$ cat config.mk
export PLATFORM = sky130hd
export DESIGN_NAME = ddr_axi4_upsizer
export DESIGN_NICKNAME = d
export VERILOG_FILES = /design/src/rtl/ddr_axi4_upsizer.sv
export SDC_FILE = /design/constraint.sdc
export NUM_CORES = 1
export LEC_CHECK = 0
export BUFFER_PORTS_ARGS = -buffer_cell sky130_fd_sc_hd__buf_4
export CORE_AREA = 2 2 640 642
export CTS_CLUSTER_SIZE = 20
export DETAILED_ROUTE_END_ITERATION = 10
export DIE_AREA = 0 0 642 644
export HOLD_SLACK_MARGIN = 0.02
export PLACE_DENSITY_LB_ADDON = 0.08
export SLEW_MARGIN = 20
export SYNTH_ARGS = -nofsm -noshare
export SYNTH_HDL_FRONTEND = slang
export SYNTH_SLANG_ARGS = --single-unit
$ cat constraint.sdc
create_clock -name clk_main_a0 -period 2.2 [get_ports clk_main_a0]
set_input_delay 0.44 -clock clk_main_a0 [delete_from_list [all_inputs] [get_ports clk_main_a0]]
set_output_delay 0.44 -clock clk_main_a0 [all_outputs]
set_load 0.03 [all_outputs]
$ cat src/rtl/ddr_axi4_upsizer.sv
`default_nettype none
// ============================================================================
// Module   : ddr_axi4_upsizer
// Brief    : Bridges a 64-bit AXI4 shim master onto a 512-bit DDR port by
//            issuing one single-beat wide transaction per narrow beat.
// Revision : 1.0
// ============================================================================
module ddr_axi4_upsizer #(
    parameter int ID_W = 16,
    parameter int SA_W = 32
) (
    input  logic            clk_main_a0,
    input  logic            rst_main_n,
    // narrow write address
    input  logic            s_awvalid,
    output logic            s_awready,
    input  logic [SA_W-1:0] s_awaddr,
    input  logic [7:0]      s_awlen,
    input  logic [ID_W-1:0] s_awid,
    // narrow write data
    input  logic            s_wvalid,
    output logic            s_wready,
    input  logic [63:0]     s_wdata,
    input  logic [7:0]      s_wstrb,
    input  logic            s_wlast,
    // narrow write response
    output logic            s_bvalid,
    input  logic            s_bready,
    output logic [1:0]      s_bresp,
    output logic [ID_W-1:0] s_bid,
    // narrow read address
    input  logic            s_arvalid,
    output logic            s_arready,
    input  logic [SA_W-1:0] s_araddr,
    input  logic [7:0]      s_arlen,
    input  logic [ID_W-1:0] s_arid,
    // narrow read data
    output logic            s_rvalid,
    input  logic            s_rready,
    output logic [63:0]     s_rdata,
    output logic [1:0]      s_rresp,
    output logic [ID_W-1:0] s_rid,
    output logic            s_rlast,
    // wide write address
    output logic            m_awvalid,
    input  logic            m_awready,
    output logic [63:0]     m_awaddr,
    output logic [7:0]      m_awlen,
    output logic [2:0]      m_awsize,
    output logic [ID_W-1:0] m_awid,
    // wide write data
    output logic            m_wvalid,
    input  logic            m_wready,
    output logic [511:0]    m_wdata,
    output logic [63:0]     m_wstrb,
    output logic            m_wlast,
    output logic [ID_W-1:0] m_wid,
    // wide write response
    input  logic            m_bvalid,
    output logic            m_bready,
    input  logic [1:0]      m_bresp,
    input  logic [ID_W-1:0] m_bid,
    // wide read address
    output logic            m_arvalid,
    input  logic            m_arready,
    output logic [63:0]     m_araddr,
    output logic [7:0]      m_arlen,
    output logic [2:0]      m_arsize,
    output logic [ID_W-1:0] m_arid,
    // wide read data
    input  logic            m_rvalid,
    output logic            m_rready,
    input  logic [511:0]    m_rdata,
    input  logic [1:0]      m_rresp,
    input  logic [ID_W-1:0] m_rid,
    input  logic            m_rlast
);

    localparam logic [2:0] c_WIDLE  = 3'd0;
    localparam logic [2:0] c_WDATA  = 3'd1;
    localparam logic [2:0] c_WISSUE = 3'd2;
    localparam logic [2:0] c_WRESP  = 3'd3;
    localparam logic [2:0] c_WBRESP = 3'd4;

    localparam logic [1:0] c_RIDLE  = 2'd0;
    localparam logic [1:0] c_RADDR  = 2'd1;
    localparam logic [1:0] c_RDATA  = 2'd2;
    localparam logic [1:0] c_RRET   = 2'd3;

    localparam logic [2:0] c_WIDE_SIZE = 3'b110;

    logic            r_out_en;

    logic [2:0]      r_wstate;
    logic [SA_W-1:0] r_waddr;
    logic [7:0]      r_wlen;
    logic [ID_W-1:0] r_wid;
    logic [7:0]      r_wcnt;
    logic [1:0]      r_wresp;
    logic [63:0]     r_wdata;
    logic [7:0]      r_wstrb;
    logic            r_aw_pend;
    logic            r_w_pend;

    logic [1:0]      r_rstate;
    logic [SA_W-1:0] r_raddr;
    logic [7:0]      r_rlen;
    logic [ID_W-1:0] r_rid;
    logic [7:0]      r_rcnt;
    logic [63:0]     r_rdata;
    logic [1:0]      r_rresp;

    logic            w_unused;

    // Holds the idle readies low through reset and releases them one edge later.
    always_ff @(posedge clk_main_a0 or negedge rst_main_n) begin
        if (!rst_main_n) begin
            r_out_en <= 1'b0;
        end else begin
            r_out_en <= 1'b1;
        end
    end

    always_ff @(posedge clk_main_a0 or negedge rst_main_n) begin
        if (!rst_main_n) begin
            r_wstate  <= c_WIDLE;
            r_waddr   <= '0;
            r_wlen    <= '0;
            r_wid     <= '0;
            r_wcnt    <= '0;
            r_wresp   <= '0;
            r_wdata   <= '0;
            r_wstrb   <= '0;
            r_aw_pend <= 1'b0;
            r_w_pend  <= 1'b0;
        end else begin
            case (r_wstate)
                c_WIDLE: begin
                    if (s_awvalid && s_awready) begin
                        r_waddr  <= s_awaddr;
                        r_wlen   <= s_awlen;
                        r_wid    <= s_awid;
                        r_wcnt   <= '0;
                        r_wresp  <= '0;
                        r_wstate <= c_WDATA;
                    end
                end
                c_WDATA: begin
                    if (s_wvalid) begin
                        r_wdata   <= s_wdata;
                        r_wstrb   <= s_wstrb;
                        r_aw_pend <= 1'b1;
                        r_w_pend  <= 1'b1;
                        r_wstate  <= c_WISSUE;
                    end
                end
                c_WISSUE: begin
                    // Address and data channels retire independently.
                    if (m_awready) begin
                        r_aw_pend <= 1'b0;
                    end
                    if (m_wready) begin
                        r_w_pend <= 1'b0;
                    end
                    if ((!r_aw_pend || m_awready) && (!r_w_pend || m_wready)) begin
                        r_wstate <= c_WRESP;
                    end
                end
                c_WRESP: begin
                    if (m_bvalid) begin
                        if (m_bresp > r_wresp) begin
                            r_wresp <= m_bresp;
                        end
                        if (r_wcnt == r_wlen) begin
                            r_wstate <= c_WBRESP;
                        end else begin
                            r_wcnt   <= r_wcnt + 8'd1;
                            r_waddr  <= r_waddr + SA_W'(8);
                            r_wstate <= c_WDATA;
                        end
                    end
                end
                c_WBRESP: begin
                    if (s_bready) begin
                        r_wstate <= c_WIDLE;
                    end
                end
                default: begin
                    r_wstate <= c_WIDLE;
                end
            endcase
        end
    end

    always_ff @(posedge clk_main_a0 or negedge rst_main_n) begin
        if (!rst_main_n) begin
            r_rstate <= c_RIDLE;
            r_raddr  <= '0;
            r_rlen   <= '0;
            r_rid    <= '0;
            r_rcnt   <= '0;
            r_rdata  <= '0;
            r_rresp  <= '0;
        end else begin
            case (r_rstate)
                c_RIDLE: begin
                    if (s_arvalid && s_arready) begin
                        r_raddr  <= s_araddr;
                        r_rlen   <= s_arlen;
                        r_rid    <= s_arid;
                        r_rcnt   <= '0;
                        r_rstate <= c_RADDR;
                    end
                end
                c_RADDR: begin
                    if (m_arready) begin
                        r_rstate <= c_RDATA;
                    end
                end
                c_RDATA: begin
                    if (m_rvalid) begin
                        r_rdata  <= m_rdata[{r_raddr[5:3], 6'b000000} +: 64];
                        r_rresp  <= m_rresp;
                        r_rstate <= c_RRET;
                    end
                end
                c_RRET: begin
                    if (s_rready) begin
                        if (r_rcnt == r_rlen) begin
                            r_rstate <= c_RIDLE;
                        end else begin
                            r_rcnt   <= r_rcnt + 8'd1;
                            r_raddr  <= r_raddr + SA_W'(8);
                            r_rstate <= c_RADDR;
                        end
                    end
                end
                default: begin
                    r_rstate <= c_RIDLE;
                end
            endcase
        end
    end

    assign s_awready = r_out_en && (r_wstate == c_WIDLE);
    assign s_wready  = (r_wstate == c_WDATA);
    assign s_bvalid  = (r_wstate == c_WBRESP);
    assign s_bresp   = r_wresp;
    assign s_bid     = r_wid;

    assign m_awvalid = r_aw_pend;
    assign m_awaddr  = 64'({r_waddr[SA_W-1:6], 6'b000000});
    assign m_awlen   = 8'd0;
    assign m_awsize  = c_WIDE_SIZE;
    assign m_awid    = r_wid;

    // Narrow word sits in every lane; the strobe selects the target lane.
    assign m_wvalid  = r_w_pend;
    assign m_wdata   = {8{r_wdata}};
    assign m_wstrb   = {56'd0, r_wstrb} << {r_waddr[5:3], 3'b000};
    assign m_wlast   = 1'b1;
    assign m_wid     = r_wid;
    assign m_bready  = (r_wstate == c_WRESP);

    assign s_arready = r_out_en && (r_rstate == c_RIDLE);
    assign s_rvalid  = (r_rstate == c_RRET);
    assign s_rdata   = r_rdata;
    assign s_rresp   = r_rresp;
    assign s_rid     = r_rid;
    assign s_rlast   = (r_rstate == c_RRET) && (r_rcnt == r_rlen);

    assign m_arvalid = (r_rstate == c_RADDR);
    assign m_araddr  = 64'({r_raddr[SA_W-1:6], 6'b000000});
    assign m_arlen   = 8'd0;
    assign m_arsize  = c_WIDE_SIZE;
    assign m_arid    = r_rid;
    assign m_rready  = (r_rstate == c_RDATA);

    // Burst framing and returned IDs carry no information for this bridge.
    assign w_unused = ^{s_wlast, m_bid, m_rid, m_rlast};

endmodule
`default_nettype wire
==> flow_summary.rst <==
.. list-table::
   :header-rows: 1

   * - Metric
     - Value
   * - Final count of pins violating max slew
     - 0
   * - Cell leakage power
     - 17.84 nW
   * - Violations in the final reports
     - setup timing
   * - Root buf cell
     - clkbuf_16
   * - Status
     - complete, but fails checks
   * - Sequential share of power
     - 0.170
   * - Buffers from clock root to sink, at most
     - 3
   * - Worst ir drop on vdd
     - 0.0006732 V
   * - Number of standard cells after synthesis
     - 2257
   * - Deepest level of the CTS H-tree
     - 2
   * - Std-Cell Rows
     - 235
   * - Weighted congestion reported at the end of routability-driven placement
     - 0.7374
   * - Final-report setup violation count
     - 89
   * - Clock tree from TritonCTS
     - done
   * - Area after DPL
     - 36840 sq um
   * - Final cycle utilization of the critical path
     - 1.184
   * - Biggest fanout along the worst timing path
     - 2
   * - Fin worst setup slack
     - -404.3 ps
   * - Maximum number of pins on one net before global-route repair
     - 59
   * - Post-detailed-placement half-perimeter wirelength
     - 159.6 mm
   * - Portion of total power attributed to the clock network
     - 0.123
   * - Skew final
     - 17.48 ps
   * - Share of the synthesized area in the top cell type
     - 0.3163
   * - Most used flip-flop cell after synthesis
     - dfrtp_1
   * - Type of origin of the critical path
     - flip-flop
   * - Post-synth design cell area
     - 21360 sq um
   * - Final instance area
     - 42460 sq um
   * - Clock latency on the worst-skew pair
     - 690 ps
   * - Global-route usage over all layers
     - 0.08639
   * - # IOs
     - 1632
   * - Effective utilization at floorplan
     - 0.05242
   * - Number of enable flip-flop cells after synthesis
     - 0
   * - 1st-pass router iterations
     - 5
   * - Layout cell share with drive strength beyond 1
     - 0.6233
   * - Number of max-cap violations
     - 0
   * - Initial antenna violation count
     - 47
   * - Overall via count from detail_route
     - 21644
   * - Antenna violation net count after detailed routing
     - 0
   * - Proportion of register bits with asynchronous set or reset after synthesis
     - 1.000
   * - Core Area
     - 407500 sq um
   * - Cell Count Post-Placement
     - 8759
   * - Min cycle time layout
     - 2604 ps
   * - Non-filler cells, final
     - 9110
   * - Warnings, synthesis
     - 0
   * - Congestion Overflow GR
     - 0
   * - First-pass GRT wire length
     - 238.2 mm
   * - Die height
     - 644 um
   * - Setup repair after global routing missed its margin
     - true
   * - Average detailed-routed wire length per instance
     - 20.60 um
   * - Number of CTS-inserted buffers
     - 51
   * - Net total in the final layout
     - 4358
   * - Fmax
     - 384.0 MHz
   * - Internal portion of total power
     - 32.53 mW
   * - Total number of clock tree sinks
     - 270
   * - Horizontal die dimension
     - 642 um
   * - Final number of hold-violating endpoints
     - 0
   * - Cell type with the largest total area after synthesis
     - dfrtp_1
   * - Fraction of the yosys area taken by sequential cells
     - 0.3163
   * - Cells taking the most area after synthesis
     - dfrtp_1 (32%), buf_4 (23%), mux4_2 (13%)
   * - Max_slew headroom
     - 0.6319
   * - Die area
     - 413400 sq um
   * - Flops & latches, synth
     - 270
   * - Transition time at the pin with the least slew margin
     - 552.1 ps
   * - Switching part of the total
     - 0.5434
   * - DRC viols
     - 0
   * - Post-synthesis average cell area
     - 9.465 sq um
   * - Power Density
     - 1678 nW/um^2
   * - Type of destination of the critical path
     - output port
   * - Arrival time of the worst setup path
     - 2160 ps
   * - Start-to-end type of the worst setup path
     - reg2out
   * - Required @ worst endpoint
     - 1760 ps
   * - Total Wirelength
     - 187.7 mm
   * - # port buffers
     - 1492
   * - Min-delay worst type
     - in2reg
   * - Number of distinct library cells after synthesis
     - 68
   * - Via count of the first global-routing pass
     - 23030
   * - Clock slew at the register clock pins of the worst setup and hold paths
     - 50 ps
   * - Drt initial violations
     - 825
   * - Comb power frac
     - 0.707
   * - Via density
     - 2.376
   * - Worst hold stages
     - 3
   * - NetSw
     - 38.71 mW
   * - Synthesis-to-finish area growth
     - 98.76%
   * - R2r worst-path depth
     - 11
-- worst max-delay path, cell delays in order (launching register included) --
cell and delay (ps):
dfrtp_1 400, xor2_1 190, nor4_4 370, buf_12 150
and3_4 220, buf_8 140
-- area by class of cell --
class,count,area [sq um]
clock inverters,24,336.6
fillers,47228,365100
multi-input cells,1280,10240
well taps,5451,6820
inverters,27,111.4
diodes,17,42.54
flip-flops and latches,270,6822
repair buffers,1972,16660
clock buffers,69,1434
-- what timing repair did --
action,CTS,global route
hold buffers,175,0
endpoints found under the hold margin,314,0
gates cloned,10,3
buffers inserted,41,18
gates resized for setup,344,38
pin swaps,14,19
setup endpoints to repair,448,175
-- power groups by stage --
stage                     Combinational (mW)  Sequential, mW  Clock [mW]
after floorplan                         28.9            12.9           0
after global placement                  48.7            12.3           0
after detailed placement                48.2            12.4           0
after CTS                               51.9            12.4        9.41
after global routing                    53.6            12.7        9.53
final                                   50.4            12.1        8.78
-- final timing paths --
| kind | startpoint | to | slack (ps) |
|---|---|---|---|
| worst max-delay path | r_rlen[3] | s_rlast | -400 |
| worst min-delay path | s_araddr[10] | r_raddr[10] | 120 |
| worst max register to register | r_wstate[1] | r_wdata[3] | -60 |
| worst min register to register | r_wlen[7] | r_wlen[7] | 510 |
| max in group asynchronous | rst_main_n | r_raddr[5] | 1140 |
| min in group asynchronous | rst_main_n | r_wdata[26] | 240 |
-- cell families after synthesis --
| kind of cell | Yosys count | share of synthesized area |
|---|---|---|
| buf+inv | 805 | 0.2574 |
| mux | 227 | 0.1857 |
| xor+xnor | 17 | 0.006970 |
| other cells | 2 | 0.0003515 |
| compound gates | 293 | 0.09318 |
| flops | 270 | 0.3163 |
| simple gates | 633 | 0.1343 |
| fa+ha+maj | 10 | 0.005857 |
-- registers in the layout (all words and copies together), names as in the netlist --
| register | count |
|---|---|
| m_awid | 16 |
| s_bresp | 2 |
| r_rlen | 8 |
| s_rresp | 2 |
| r_wstrb | 8 |
| m_arid | 16 |
| s_rdata | 64 |
| r_wdata | 64 |
| r_wcnt | 8 |
| r_out_en | 1 |
| r_rstate | 2 |
| r_wstate | 3 |
| m_awvalid | 1 |
| r_raddr | 29 |
| m_wvalid | 1 |
| r_rcnt | 8 |
| r_waddr | 29 |
| r_wlen | 8 |
-- Yosys cell counts, types with 7 or more instances --
library cell  instances
a211oi_1             14
a21oi_1              58
a22o_1                8
a2bb2oi_1            17
a31oi_1              84
and2_1               71
and3_1               21
and4_1                7
buf_1                12
buf_2                35
buf_4               648
clkbuf_1             83
dfrtp_1             270
ha_1                 10
inv_1                27
mux2_2               75
mux2i_1              24
mux4_2              128
nand2_1             344
nand3_1              26
nand4_1              21
nor2_1               97
nor3_1               12
o21ai_0              24
o22a_1                7
o22ai_1              36
xnor2_1               9
xor2_1                8
-- routing by layer --
metal / part of all wire / track usage
met1: 0.37 / 0.09321
met2: 0.54 / 0.1637
met3: 0.072 / 0.02665
met4: 0.020 / 0.01773
met5: 0.00032 / 0
-- layout by cell type, fill, tap and decap left out, types with 8 or more instances in the layout --
cell and instances:
clkinv_2 10, nor2_1 93, mux2i_1 24, a21oi_1 56, mux4_2 128, diode_2 17
buf_12 53, inv_1 22, buf_8 13, buf_6 98, buf_4 1619, and2_4 68
o22ai_1 35, mux2_2 25, dfrtp_1 224, dlygate4sd3_1 174, mux2_4 50, clkbuf_1 9
a31oi_1 83, nand2_1 340, nor3_1 10, a22o_1 8, clkbuf_16 54, xnor2_1 9
buf_16 9, a2bb2oi_1 17, conb_1 100, nand3_1 22, clkbuf_8 9, o21ai_0 23
and3_1 18, dfrtp_2 43, nand4_1 21
-- through the flow --
stage | setup TNS (ps) | utilization | power, mW | worst slack, ps | hold slack (ps)
after floorplan | 0 | - | 41.74 | 8.408 | 144.4
final | -17950 | 0.1042 | 71.24 | -404.3 | 122.9
after global placement | -17570 | 0.09040 | 61.05 | -288.1 | 355.5
after global routing | -29240 | 0.1041 | 75.82 | -540.4 | 84.32
after detailed placement | -18230 | 0.09040 | 60.58 | -297.5 | 356.0
after CTS | -35400 | 0.1033 | 73.71 | -551.4 | 23.13
Note: power is estimated with default switching activity, not from simulation.
